`src/rtl/interface_hcsr04_uc.sv`:
```
// HC-SR04 measurement control unit: clear, trigger, await echo/timeout, retry after a gap.
// Optional MEDICAO_CONTINUA_EN adds a `continuo` input for periodic measurement.
module interface_hcsr04_uc #(
  parameter int MAX_TENTATIVAS = 3,
  parameter int ESPERA_CICLOS  = 3_000_000,
  parameter int W_ESPERA       = 24
) (
  input  logic       clock,
  input  logic       reset,
  input  logic       medir,
  input  logic       fim_medida,
  input  logic       fim,
  input  logic       fim_timeout,
`ifdef MEDICAO_CONTINUA_EN
  input  logic       continuo,
`endif
  output logic       zera,
  output logic       gera,
  output logic       registra,
  output logic       zera_timeout,
  output logic       conta_timeout,
  output logic       pronto,
  output logic       erro,
  output logic [3:0] tentativa,
  output logic [3:0] db_estado
);

  typedef enum logic [3:0] {
    ST_INICIAL       = 4'd0,
    ST_PREPARACAO    = 4'd1,
    ST_ENVIA_TRIGGER = 4'd2,
    ST_ESPERA_MEDIDA = 4'd3,
    ST_ARMAZENAMENTO = 4'd4,
    ST_FINAL_MEDIDA  = 4'd5,
    ST_FALHA         = 4'd6,
    ST_INTERVALO     = 4'd7,
    ST_ERRO          = 4'd8
  } state_t;

  localparam logic [3:0]          MAX_T    = 4'(MAX_TENTATIVAS);
  localparam logic [W_ESPERA-1:0] GAP_LAST = W_ESPERA'(ESPERA_CICLOS - 1);

  state_t              state, next;
  logic [3:0]          tent_next, tent_inc;
  logic [W_ESPERA-1:0] cnt;
  logic                gap_done;

  assign gap_done  = (cnt == GAP_LAST);
  assign tent_inc  = (tentativa == 4'hF) ? 4'hF : tentativa + 4'd1;
  assign db_estado = state;

  // The gap counter only runs in intervalo, so it is zero on every entry.
  always_ff @(posedge clock) begin
    if (!reset) begin
      state     <= ST_INICIAL;
      tentativa <= 4'd0;
      cnt       <= '0;
    end else begin
      state     <= next;
      tentativa <= tent_next;
      cnt       <= (state == ST_INTERVALO && !gap_done) ? cnt + 1'b1 : '0;
    end
  end

  always_comb begin
    next          = state;
    tent_next     = tentativa;
    zera          = 1'b0;
    gera          = 1'b0;
    registra      = 1'b0;
    zera_timeout  = 1'b0;
    conta_timeout = 1'b0;
    pronto        = 1'b0;
    erro          = 1'b0;
    case (state)
      ST_INICIAL: begin
        if (medir) begin
          tent_next = 4'd0;
          next      = ST_PREPARACAO;
        end
      end
      ST_PREPARACAO: begin
        zera         = 1'b1;
        zera_timeout = 1'b1;
        next         = ST_ENVIA_TRIGGER;
      end
      ST_ENVIA_TRIGGER: begin
        gera = 1'b1;
        next = ST_ESPERA_MEDIDA;
      end
      ST_ESPERA_MEDIDA: begin
        conta_timeout = 1'b1;
        // A measured echo wins over a simultaneous timeout/overflow.
        if (fim_medida)               next = ST_ARMAZENAMENTO;
        else if (fim_timeout || fim)  next = ST_FALHA;
      end
      ST_ARMAZENAMENTO: begin
        registra = 1'b1;
        next     = ST_FINAL_MEDIDA;
      end
      ST_FINAL_MEDIDA: begin
        pronto = 1'b1;
        next   = ST_INICIAL;
`ifdef MEDICAO_CONTINUA_EN
        if (continuo) begin
          tent_next = 4'd0;
          next      = ST_INTERVALO;
        end
`endif
      end
      ST_FALHA: begin
        tent_next = tent_inc;
        next      = (tent_inc < MAX_T) ? ST_INTERVALO : ST_ERRO;
      end
      ST_INTERVALO: begin
        if (gap_done) next = ST_PREPARACAO;
      end
      ST_ERRO: begin
        erro = 1'b1;
        next = ST_INICIAL;
`ifdef MEDICAO_CONTINUA_EN
        if (continuo) begin
          tent_next = 4'd0;
          next      = ST_INTERVALO;
        end
`endif
      end
      default: next = ST_INICIAL;
    endcase
  end

endmodule

```
`config.mk`:
```
export PLATFORM = sky130hd
export DESIGN_NAME = interface_hcsr04_uc
export DESIGN_NICKNAME = d
export VERILOG_FILES = /design/src/rtl/interface_hcsr04_uc.sv
export SDC_FILE = /design/constraint.sdc
export NUM_CORES = 1
export LEC_CHECK = 0
export BUFFER_PORTS_ARGS = -buffer_cell sky130_fd_sc_hd__buf_2
export CAP_MARGIN = 15
export CORE_MARGIN = 2
export CORE_UTILIZATION = 55
export CTS_BUF_LIST = sky130_fd_sc_hd__clkbuf_4
export DETAILED_ROUTE_END_ITERATION = 12
export PLACE_DENSITY = 0.82
export SLEW_MARGIN = 40
export SYNTH_ARGS = -nofsm -noshare
export SYNTH_HDL_FRONTEND = slang
export SYNTH_SLANG_ARGS = --single-unit
```
`constraint.sdc`:
```
create_clock -name clock -period 2.5 [get_ports clock]
set_input_delay 0.375 -clock clock [delete_from_list [all_inputs] [get_ports clock]]
set_output_delay 0.375 -clock clock [all_outputs]
set_load 0.02 [all_outputs]
```
# Yosys cells after proc, flatten, opt, wreduce, memory -nomap -nowiden
# Index checks and enable logic that the tools add are counted.
word_totals:
  reg_bits: 32
classes:
  add_sub_neg: 2
  order_cmp: 1
  eq_ne: 13
  mux: 15
  n_reduce_logical: 8
op_table:
  columns: ["cell", "n"]
  rows:
  - ["2-to-1 mux 4 bit", 7]
  - ["one-hot mux 4 bit (7 select lines)", 1]
  - ["adder 24 x 1 -> 24 bit (second input constant)", 1]
  - ["== test 24 x 22 -> 1 bit (second input constant)", 1]
  - ["== test 4 x 3 -> 1 bit (second input constant)", 4]
  - ["== test 4 x 2 -> 1 bit (second input constant)", 2]
  - ["== test 4 bit (second input constant)", 2]
  - ["one-hot mux 4 bit (2 select lines)", 1]
  - ["2-to-1 mux 1 bit", 6]
  - ["adder 4 x 1 -> 4 bit (second input constant)", 1]
  - ["== test 4 x 1 -> 1 bit (second input constant)", 1]
  - ["zero test 4 bit", 1]
  - ["< comparator 4 x 2 -> 1 bit (second input constant)", 1]
  - ["inequality test 2 bit (second input constant)", 2]
  - ["AND reduction 2 bit", 2]
  - ["inequality test 3 bit (second input constant)", 1]
  - ["AND reduction 3 bit", 1]
  - ["nonzero test 2 bit", 1]
  - ["logical AND 1 bit", 1]
  - ["zero test 1 bit", 1]
  - ["logical OR 1 bit", 1]

# Longest topological paths before layout
# Gate-level depths: netlist of run 1.
logic_depth:
  depth_word: 5
  mapped_depth: 6

# Worst setup path before layout of run 1
# No wires, ideal clock.
synth_timing:
  path_type: "reg2out"
  start: "register state[0], in the netlist db_estado[0]"
  end: "output zera_timeout"
  arrival_time_ns: 1.469
  slack_ns: 0.656
  stages_incl_launch_ff: 5
  path_buffers: 2
  cell_sequence: "dfxtp_1 buf_4 nand2b_1 nor3_1 buf_4"
synth_between:
  elab_chain_cells: 2
synth_lines:
  columns: ["item", "line_no", "rtl"]
  rows:
  - ["start: declaration", "43", "state_t state, next;"]
  - ["start signal: assignment", "59", "state <= next;"]
  - ["== test 4 x 1 -> 1 bit", null, null]
  - ["2-to-1 mux 1 bit", null, null]
  - ["end: declaration", "20", "output logic zera_timeout,"]
# Every way passes these cells.

# Worst setup path after layout of run 1
layout_timing:
  start: "register state[0], in the netlist db_estado[0]"
  end: "output conta_timeout"
layout_between:
  elab_chain_cells: 2
layout_lines:
  columns: ["item", "line_no", "rtl"]
  rows:
  - ["== test 4 x 2 -> 1 bit", "75", "case (state)"]
  - ["2-to-1 mux 1 bit", "75", null]
  - ["end: declaration", "21", "output logic conta_timeout,"]
# Every way passes these cells.

==> results of run 1 <==
path summary, 6_finish.rpt:
path | startpoint | depth (start not counted) | endpoint
min reg2reg | tentativa[1] | 2 | tentativa[1]
min | reset | 2 | db_estado[3]
max | db_estado[0] | 4 | conta_timeout
max reg2reg | cnt[0] | 5 | db_estado[2]
synthesized netlist by cell type (2+ instances only):
master and instances:
dfxtp_1 32, buf_2 3, nor4b_1 2, buf_4 5, nand2b_1 5, nand2_1 14, xor2_1 8, and3_1 6
ha_1 2, nor2_1 31, xnor2_1 11, nor3_1 14, nand4_1 6, or3_1 6, nand3_1 6, o21ai_0 5
nor4_1 3, o21a_1 2, a21oi_1 11, inv_1 5
worst register-to-register path, cell delays in order, from the launching register on:
cell and delay [ps]:
dfxtp_1 480, ha_1 350, nand2_2 130, o31ai_4 260, buf_4 300, o41ai_1 120
routing by layer:
metal | routed length, µm | vias to the layer above | GRT usage
met2 | 1460 | 45 | 0.331
li1 | - | 721 | -
met1 | 1390 | 628 | 0.239
met5 | 0 | - | 0
met4 | 32 | 0 | 0.0664
met3 | 206 | 2 | 0.0659
flip-flops by register name (all words and copies together), names as in the netlist:
name       cells
db_estado      4
cnt           24
tentativa      4
final cells by class:
class                   instances  area share
repair buffers                 21      0.0604
well taps                      31      0.0218
clock inverters                 1     0.00211
inverters                       5      0.0105
flip-flops and latches         32       0.359
multi-input cells             150       0.516
clock buffers                   7      0.0295
through the flow:
| step | power (mW) | util | setup slack, ps | hold WS (ps) | instances |
|---|---|---|---|---|---|
| after detailed placement | 0.598 | 0.621 | 730 | 510 | 239 |
| final | 0.869 | 0.641 | 472 | 318 | 247 |
| after floorplan | 0.583 | - | 656 | 472 | 195 |
| after global routing | 0.916 | 0.641 | 372 | 297 | 247 |
| after global placement | 0.596 | 0.621 | 823 | 498 | 239 |
| after CTS | 0.886 | 0.641 | 478 | 299 | 247 |
where the power goes:
group          switching (mW)  leakage, nW  internal (mW)  total (mW)
clock                   0.153       0.0338          0.130       0.283
sequential             0.0118        0.258          0.513       0.525
combinational          0.0370        0.360         0.0244      0.0615
total                   0.202        0.652          0.667       0.869
cell usage in the layout, fill, tap and decap left out, types with 2 or more instances in the layout:
cell type	n
nand2_1	14
o21a_1	2
xnor2_1	11
buf_2	20
xor2_1	8
inv_1	5
ha_1	2
o21ai_0	5
nor2_1	31
nand3_1	6
nand4_1	6
a21oi_1	11
nor4b_1	2
dfxtp_1	32
nor4_1	3
nand2b_1	5
nor3_1	14
clkbuf_4	7
or3_1	6
and3_1	6
cells by family after synthesis:
logic type,Yosys count
flip-flops,32
AO/OA/AOI/OAI,27
XOR/XNOR,19
multiplexers,1
AND/OR/NAND/NOR,101
adder cells (fa/ha/maj),2
buffers and inverters,13
==> results, run 1 <==
- Yosys attributes the largest share of cell area to dfxtp_1 (39%), nor2_1 (7.1%), xnor2_1 (5.9%), nor3_1 (4.3%), xor2_1 (4.3%).
- The count of input and output buffers is 20.
- Summed over all layers, the routed wires come to 3090 µm.
- By area, the combinational part of the netlist is dominated by simple AND/OR/NAND/NOR gates.
- Of the total synthesized cell area, the portion taken by XOR and XNOR cells is 0.102.
- From bottom edge to top edge, the die measures 58.5 µm.
- Setup total negative slack on the finished layout was measured at 0 ps.
- The basic-gate share of the synthesized area counting and, or, nand and nor cells is 0.326.
- On the worst path, the slowest cell contributes a delay of 570 ps.
- The area overhead of the layout relative to synthesis is 9.20%.
- The initialized floorplan defines 19 standard-cell rows.
- The cell count after synthesis is 195.
- The share of the synthesized area in compound gates (AO/OA/AOI/OAI) is 0.114.
- The register area is 641 µm².
- The initial utilization of the core area, before any placement, comes to 0.587.
- CTS placed an instance of clkbuf_4 at the clock tree root.
- The region available for standard cell placement spans 2780 µm².
- The half-perimeter wire length of the detailed placement result is 2270 µm.
- The multi-input gate area in the final layout is 921 µm².
- In this run the worst path has a maximum fanout of 12.
- The share of the Yosys chip area taken by registers is 0.392.
- For flop-to-flop paths, the worst setup slack is 740 ps.
- The achievable clock frequency is 493 MHz.
- The insertion delay to the later sink of the worst-skew pair is 320 ps.
- For this design, the sink count on the clock tree is 32.
- The clock tree from TritonCTS is built.
- The initial antenna violation count is 0.
- In the finished design, the share of the clock period the worst path needs comes to 0.811.
- The post-route DRC violation count is 0.
- The family with the most delay on the worst path is flip-flops.
- In this run, the number of DRC markers left after iteration 0 of detailed routing was 111.
- The flow ran to the end, and the final reports show no timing, DRC or antenna violations.
- The number of search-and-repair iterations in the first detailed-routing pass is 4.
- The final layout contains 223 nets.
- The via count is 1396.
- The worst path in the final design needs a cycle of 2030 ps, including I/O delays and setup.
- The share of synthesized area spent on multiplexers is 0.00613.
- The via count of the first global-routing pass is 1251.
- The largest net degree at the start of global routing is 26.
- The number of buffers added by the clock tree synthesis step is 5.
- The number of buffers inserted for hold repair after clock tree synthesis is 0.
- The endpoint kind of the worst setup timing path is an output pin.
- The post-cts gate resize count is 0.
- Across the run, the number of max-cap violations was 0.
- The count of different cell masters after synthesis is 38.
- The number of H-tree branching levels is 2.
- The final number of max-transition violations was 0.
- The post-synthesis adder-cell area fraction is 0.0153.
- Data on the critical path arrives at its endpoint at 1650 ps.
- The detailed-route wire length per cell is 12.5 µm.
- The category of the worst setup path launch point is a flop.
- The share of the synthesized area in the top cell type is 0.392.
- STA puts the critical path data required time at 2120 ps.
- After synthesis, the share of flip-flops with an asynchronous set or reset is 0.
- The number of setup buffers added after CTS is 0.
- The slowest stage of the critical path is the dfxtp_1 cell.
- Once detail routing completed, the nets flagged for antenna violations numbered 0.
- The ratio of routed vias to standard cells is 5.65.
- The global router's overall resource usage is 0.198.
- The power density relative to cell area is 488 nW/µm².
- The worst-case IR drop observed on VDD is 0.000529 V.
- Summed over all layers, the global routing overflow is 0.
- The min-delay analysis places its worst path in the category input pin to flop.
- The die is 58.5 µm wide.
- The post-place instance area is 1730 µm².
- The cell accounting for the most synthesized area is dfxtp_1.
- The count of flip-flops with a built-in enable after synthesis is 0.
- The final-report setup violation count is 0.
- Synthesis produced a netlist with a net count of 203.
- Synthesis inferred 32 register bits.
- The clock transition at the registers of the reported paths is 90 ps.
- Setup repair after global routing left no endpoint under its margin.
- The average instance in the mapped netlist occupies 8.37 µm².
- The Yosys warning count is 0.
- In the synthesized netlist the dominant register cell turns out to be dfxtp_1.
- The first global-routing pass estimated 5190 µm of wire.
- The finished cells cover 1780 µm².
- The buffer levels on the longest clock path is 2.
- The layout has 245 filler cells.
- The congestion estimate from routability-driven global placement came to 0.892.
- The fraction of final layout cells sized beyond drive strength 1 is 0.162.
- The number of antenna diodes in the final layout is 0.
- The critical path is of the flop to output pin type.
- The critical path goes through nand2_1, or3_1, inv_1, buf_2.
- The static leakage is 0.652 nW.
- The floorplan step defined a die boundary enclosing 3420 µm².
- The post-synthesis cell area is 1630 µm².
- The final count of hold timing violations is 0.
- The number of placed I/O pins is 21.
- The worst slew margin relative to its limit is 0.681.
- The number of buffers and inverters on the critical path is 2.
- The pin slew with the least headroom to its limit is 477 ps.
- The worst clock skew on the final layout is 6.52 ps.
(Power assumes the default switching activity.)
==> run 2: changes to the inputs <==
Settings changed: CORE_UTILIZATION 55 to 53, PLACE_DENSITY 0.82 to 0.83.
Clock period 2.5 ns to 1.8 ns, I/O delays scaled along.
==> run 2 against run 1 <==
Compared with the run above: sequential power increased by 36%; clock skew about the same; final cell count increased by 5.7%; sequential share of layout area decreased by 1.9 points; die area increased by 3.5%; sequential cell count unchanged; highest routed layer unchanged; combinational power increased by 71%; worst setup slack got worse by 320 ps.
==> results, run 2 (same netlist as run 1, synthesis figures left out) <==
- The worst slew margin relative to its limit is 0.771 (+0.0899).
- Of the available clock period, the critical path in the final layout requires 0.917.
- Compared with the post-synthesis result, the final layout area differs by 15.6%.
- The global router's overall resource usage is 0.202 (+0.00448).
- The post-detailed-routing wire length is 3160 µm (+2.3%).
- The post-route DRC violation count came to 0 (unchanged).
- The number of H-tree branching levels came to 2 (unchanged).
- The final total negative setup slack is 0 ps (unchanged).
- TritonCTS built the clock tree.
- The antenna diode instance count is 0 (unchanged).
- The site row count is 20 (+1).
- The number of buffers inserted for hold repair after clock tree synthesis is 0 (unchanged).
- The initial antenna violation count is 0 (unchanged).
- The register with the most flip-flops in the final layout is cnt.
- The static leakage is 0.718 nW (+10%).
- The worst hold path belongs to the class input pin to flop.
- In the layout the commonest cells are nor2_1 (31), dfxtp_1 (31), buf_2 (20).
- The arrival time of data at the critical path endpoint was 1380 ps (-270 ps).
- The number of non-filler instances in the completed layout is 261 (+5.7%).
- The register area is 642 µm² (+0.20%).
- The area of the die is 3540 µm² (+3.5%).
- The worst clock skew on the final layout is 6.61 ps (+0.0863 ps).
- The via count of the first global-routing pass is 1317 (+5.3%).
- The total congestion overflow after global routing was 0 (unchanged).
- The overall die height is 59.5 µm (+1.7%).
- The detailed-route wire length per cell is 12.1 µm (-3.2%).
- The number of routed nets with antenna violations came to 0 (unchanged).
- The required time of the worst setup path is 1530 ps (-590 ps).
- The max-cap violation count is 0 (unchanged).
- The final critical-path required period is 1650 ps.
- The final weighted congestion in routability-driven placement came to 0.873 (-2.1%).
- The number of buffers added by the clock tree synthesis step is 5 (unchanged).
- The number of sinks handled by clock tree synthesis came to 32 (unchanged).
- Setup repair after global routing left no endpoint under its margin.
- The run finished with clean final reports.
- The final number of max-transition violations is 0 (unchanged).
- The pin slew with the least headroom to its limit came to 341 ps (-136 ps).
- The fill cell total of the finished layout was 279 (+14%).
- The power density relative to cell area is 653 nW/µm² (+34%).
- The category of the worst setup path launch point is a flop.
- The final-report setup violation count is 0 (unchanged).
- The largest net degree at the start of global routing came to 25 (-3.8%).
- The multi-input gate area in the final layout is 927 µm² (+0.68%).
- The effective utilization at floorplan is 0.544 (-0.0433).
- The half-perimeter wire length of the detailed placement result is 2250 µm (-0.74%).
- The clock transition at the registers of the reported paths came to 90 ps (about the same).
- The violation count after the first detailed-route iteration came to 83 (-25%).
- Timing would allow up to 606 MHz.
- The number of placed I/O pins was 21 (unchanged).
- The buffer levels on the longest clock path is 2 (unchanged).
- The count of input and output buffers is 20 (unchanged).
- The worst setup path is captured at an output pin.
- The insertion delay to the later sink of the worst-skew pair came to 340 ps (+20 ps).
- The number of flip-flops in the largest register was 24 (unchanged).
- The die extent in x was 59.5 µm (+1.7%).
- The via count is 1448 (+3.7%).
- The critical path in this run is classified as flop to output pin.
- The number of instances in the placed design is 253 (+5.9%).
- The final count of hold timing violations is 0 (unchanged).
- The number of nets in the layout was 235 (+5.4%).
- The worst-case vdd ir drop is 0.000451 V (-15%).
- The fraction of final layout cells sized beyond drive strength 1 is 0.215 (+0.0529).
- The ratio of routed vias to standard cells is 5.55 (-1.8%).
- The global-route wire length before repair came to 5420 µm (+4.5%).
- The area of the core is 3000 µm² (+8.0%).
- The maximum fanout along the worst path came to 8 (-4).
- The number of search-and-repair iterations in the first detailed-routing pass is 4 (unchanged).
- The root buffer cell chosen for the clock tree is clkbuf_4.
- The post-route worst hold slack is 197 ps (-121 ps).
-- run 2: changes by cell type in the layout (fill, tap and decap cells not counted), sizes merged --
cell,delta
buf,+12
-- run 2: final cells by class --
type	instances	share of cell area
Inverter	5	0.00995
Timing Repair Buffer	33	0.107
Sequential cell	32	0.340
Tap cell	33	0.0219
Clock inverter	1	0.00199
Clock buffer	7	0.0279
Multi-Input combinational cell	150	0.491
-- run 2: path summary, 6_finish.rpt --
path	start	end	slack (ps)	cells past startpoint
max	db_estado[3]	conta_timeout	150	3
min	reset	db_estado[3]	200	2
max reg2reg	cnt[3]	cnt[22]	150	5
min reg2reg	cnt[5]	cnt[5]	530	2
-- run 2: layer usage --
metal	GRT usage	vias to the layer above	wire (µm)
met5	0	-	0
met4	0.114	0	74
met3	0.0459	8	129
met2	0.323	33	1420
met1	0.250	656	1530
li1	-	751	-
-- run 2: worst max-delay path: stages (launching register included) --
cell and delay (ps):
dfxtp_1 380, or3_1 420, inv_1 90, buf_2 160
-- run 2: power breakdown --
group	internal, mW	switching [mW]
registers	0.713	0.00286
logic	0.0407	0.0642
clock network	0.180	0.232
-- run 2: what timing repair did --
action	in CTS	in global routing
buffers inserted	0	0
resized for setup	0	3
endpoints found under the setup margin	0	12
-- run 2: per-stage QoR --
step | power, mW | util | cell area [µm²] | setup slack, ps
2_1_floorplan | 0.810 | - | 1630 | 61.3
3_3_place_gp | 0.836 | 0.606 | 1820 | 155
3_5_place_dp | 0.837 | 0.606 | 1820 | 82.3
4_1_cts | 1.25 | 0.625 | 1880 | 73.3
5_1_grt | 1.30 | 0.628 | 1890 | 8.01
6_report | 1.23 | 0.628 | 1890 | 149
==> run 3: changes to the inputs <==
Settings changed: CORE_UTILIZATION 53 to 34, PLACE_DENSITY 0.83 to 0.59.
==> run 3 against run 2 <==
Compared with the run above: sequential power barely moved; maximum frequency fell by 0.60%; routed wire length rose by 2.2%; via count fell by 2.9%; combinational power barely moved; largest cell class unchanged; highest routed layer unchanged.
==> results, run 3 (same netlist as run 1, synthesis figures left out) <==
- The ratio of routed vias to standard cells came to 5.04 (-9.2%).
- The via count is 1406 (-2.9%).
- The post-CTS setup repair buffer count was 0 (unchanged).
- The count of input and output buffers is 20 (unchanged).
- The flow ran to the end, and the final reports show no timing, DRC or antenna violations.
- The insertion delay to the later sink of the worst-skew pair is 320 ps (-20 ps).
- The part of the power in combinational logic came to 0.089 (+0.004).
- The number of sinks handled by clock tree synthesis came to 32 (unchanged).
- Setup repair after global routing left no endpoint under its margin.
- The post-route DRC violation count is 0 (unchanged).
- The area overhead of the layout relative to synthesis is 14.9%.
- The uppermost signal routing layer after detailed routing is met4.
- The amount of wire on met3 after detailed routing is 160 µm (+24%).
- The effective utilization at floorplan is 0.348 (-0.196).
- The post-placement worst setup slack is 134 ps (+51.2 ps).
- The half-perimeter wire length of the detailed placement result was 2320 µm (+3.3%).
- The overall die height is 73.3 µm (+23%).
- The via count of the first global-routing pass is 1305 (-0.91%).
- The final worst setup slack was 139 ps (-10.0 ps).
- The total congestion overflow after global routing was 0 (unchanged).
- The clock tree from TritonCTS is built.
- The final cycle utilization of the critical path is 0.923 (+0.00557).
- The switching share of power is 0.250 (+0.00762).
- STA classifies the critical path startpoint as a flop.
- The buffer levels on the longest clock path is 2 (unchanged).
- The arrival time of data at the critical path endpoint was 1390 ps (about the same).
- The final weighted congestion in routability-driven placement came to 0.815 (-6.7%).
- The largest net degree at the start of global routing is 20 (-20%).
- The clock transition at the registers of the reported paths was 100 ps (about the same).
- The worst slew margin relative to its limit is 0.754 (-0.0171).
- The switching component of the power is 0.297 mW (-0.70%).
- The die extent in x is 73.3 µm (+23%).
- The critical path is of the flop to output pin type.
- The post-detailed-routing wire length is 3230 µm (+2.2%).
- The final total negative setup slack is 0 ps (unchanged).
- The area of the core is 4690 µm² (+56%).
- The register with the most flip-flops in the final layout is cnt.
- The violation count after the first detailed-route iteration is 44 (-47%).
- The post-place instance area is 1830 µm² (+0.62%).
- The final count of hold timing violations came to 0 (unchanged).
- The fraction of final layout cells sized beyond drive strength 1 is 0.196 (-0.0194).
- The cell area after layout was 1880 µm² (-0.53%).
- The detailed-route wire length per cell was 11.6 µm (-4.4%).
- The global-route wire length before repair is 5820 µm (+7.4%).
- The number of nets in the layout was 233 (-0.85%).
- The final-report setup violation count is 0 (unchanged).
- The site row count came to 25 (+25%).
- The total length of routed met2 wires is 1370 µm (-3.9%).
- The share of total power in the clock network is 0.307 (-0.027).
- The detailed-route wire length on metal 1 was 1670 µm (+8.6%).
- The number of buffers inserted for hold repair after clock tree synthesis is 0 (unchanged).
- The final critical-path required period is 1660 ps (+10.0 ps).
- The clock root buffer is clkbuf_4.
- The global router's overall resource usage is 0.139 (-0.0634).
- The number of flip-flops in the largest register is 24 (unchanged).
- The worst setup path is captured at an output pin.
- The number of placed I/O pins is 21 (unchanged).
- The library cells used most frequently in the layout, excluding fill and tap cells, are nor2_1 (31), dfxtp_1 (31), buf_2 (20).
- The power density relative to cell area is 632 nW/µm² (-3.2%).
- The required time of the worst setup path is 1530 ps (about the same).
- The part of the total power dissipated in sequential elements came to 0.603 (+0.022).
- The worst min-delay path category is input pin to flop.
- The final number of max-transition violations is 0 (unchanged).
- The static leakage was 0.697 nW (-3.0%).
- The number of buffers added by the clock tree synthesis step was 5 (unchanged).
- The number of search-and-repair iterations in the first detailed-routing pass is 6 (+2).
- The max-cap violation count is 0 (unchanged).
- The worst-case vdd ir drop is 0.000334 V (-26%).
- The maximum fanout along the worst path came to 8 (unchanged).
- The worst clock skew on the final layout was 11.3 ps (+4.70 ps).
- The internal cell power is 0.890 mW (-4.7%).
- The number of routed nets with antenna violations is 0 (unchanged).
- The area of the die came to 5370 µm² (+52%).
- The pin slew with the least headroom to its limit is 367 ps (+25.5 ps).
- The achievable clock frequency was 602 MHz (-0.60%).
- The antenna diode instance count was 0 (unchanged).
- The share of the core filled with cells is 0.400 (-0.228).
- The number of H-tree branching levels is 2 (unchanged).
- The initial antenna violation count is 0 (unchanged).
-- run 3: cell count changes in the layout (fill, tap and decap cells not counted), sizes merged --
cell and change:
clkinv +1, buf -2, clkbuf -2
-- run 3: worst paths after layout --
check	start	end	slack (ps)	depth (start not counted)
hold / removal	reset	db_estado[3]	190	2
setup reg to reg	cnt[3]	cnt[8]	170	5
hold reg to reg	cnt[12]	cnt[12]	540	2
setup / recovery	db_estado[3]	conta_timeout	140	3
-- run 3: timing repair --
action                                  in CTS  in global routing
endpoints found under the hold margin        0                  0
resized for setup                            0                  1
endpoints found under the setup margin       0                  1
-- run 3: critical path: stages (launching register included) --
cell	delay (ps)
dfxtp_1	380
or3_1	420
inv_1	100
buf_2	160
-- run 3: routing by layer --
layer	track usage	vias to the layer above
li1	-	740
met1	0.185	630
met2	0.212	32
met3	0.0412	4
met4	0.0545	0
met5	0	-
-- run 3: per-stage QoR --
stage               std cells  hold WS, ps  power, mW
floorplan                 195          416      0.810
global placement          272          499      0.839
detailed placement        272          515      0.839
CTS                       279          177       1.21
global route              279          206       1.26
finish                    279          194       1.19
-- run 3: layout make-up --
cell class	instances	area (µm²)
inverter	5	18.8
clock buffer	5	37.5
tap	54	67.6
multi-input combinational	150	921
fill	486	2820
timing repair buffer	31	183
clock inverter	2	7.51
sequential	32	642
-- run 3: power by group through the flow --
stage | registers (mW) | clock network (mW) | logic (mW)
2_1_floorplan | 0.739 | 0 | 0.0707
3_3_place_gp | 0.732 | 0 | 0.106
3_5_place_dp | 0.733 | 0 | 0.106
4_1_cts | 0.716 | 0.388 | 0.106
5_1_grt | 0.717 | 0.421 | 0.117
6_report | 0.716 | 0.365 | 0.106
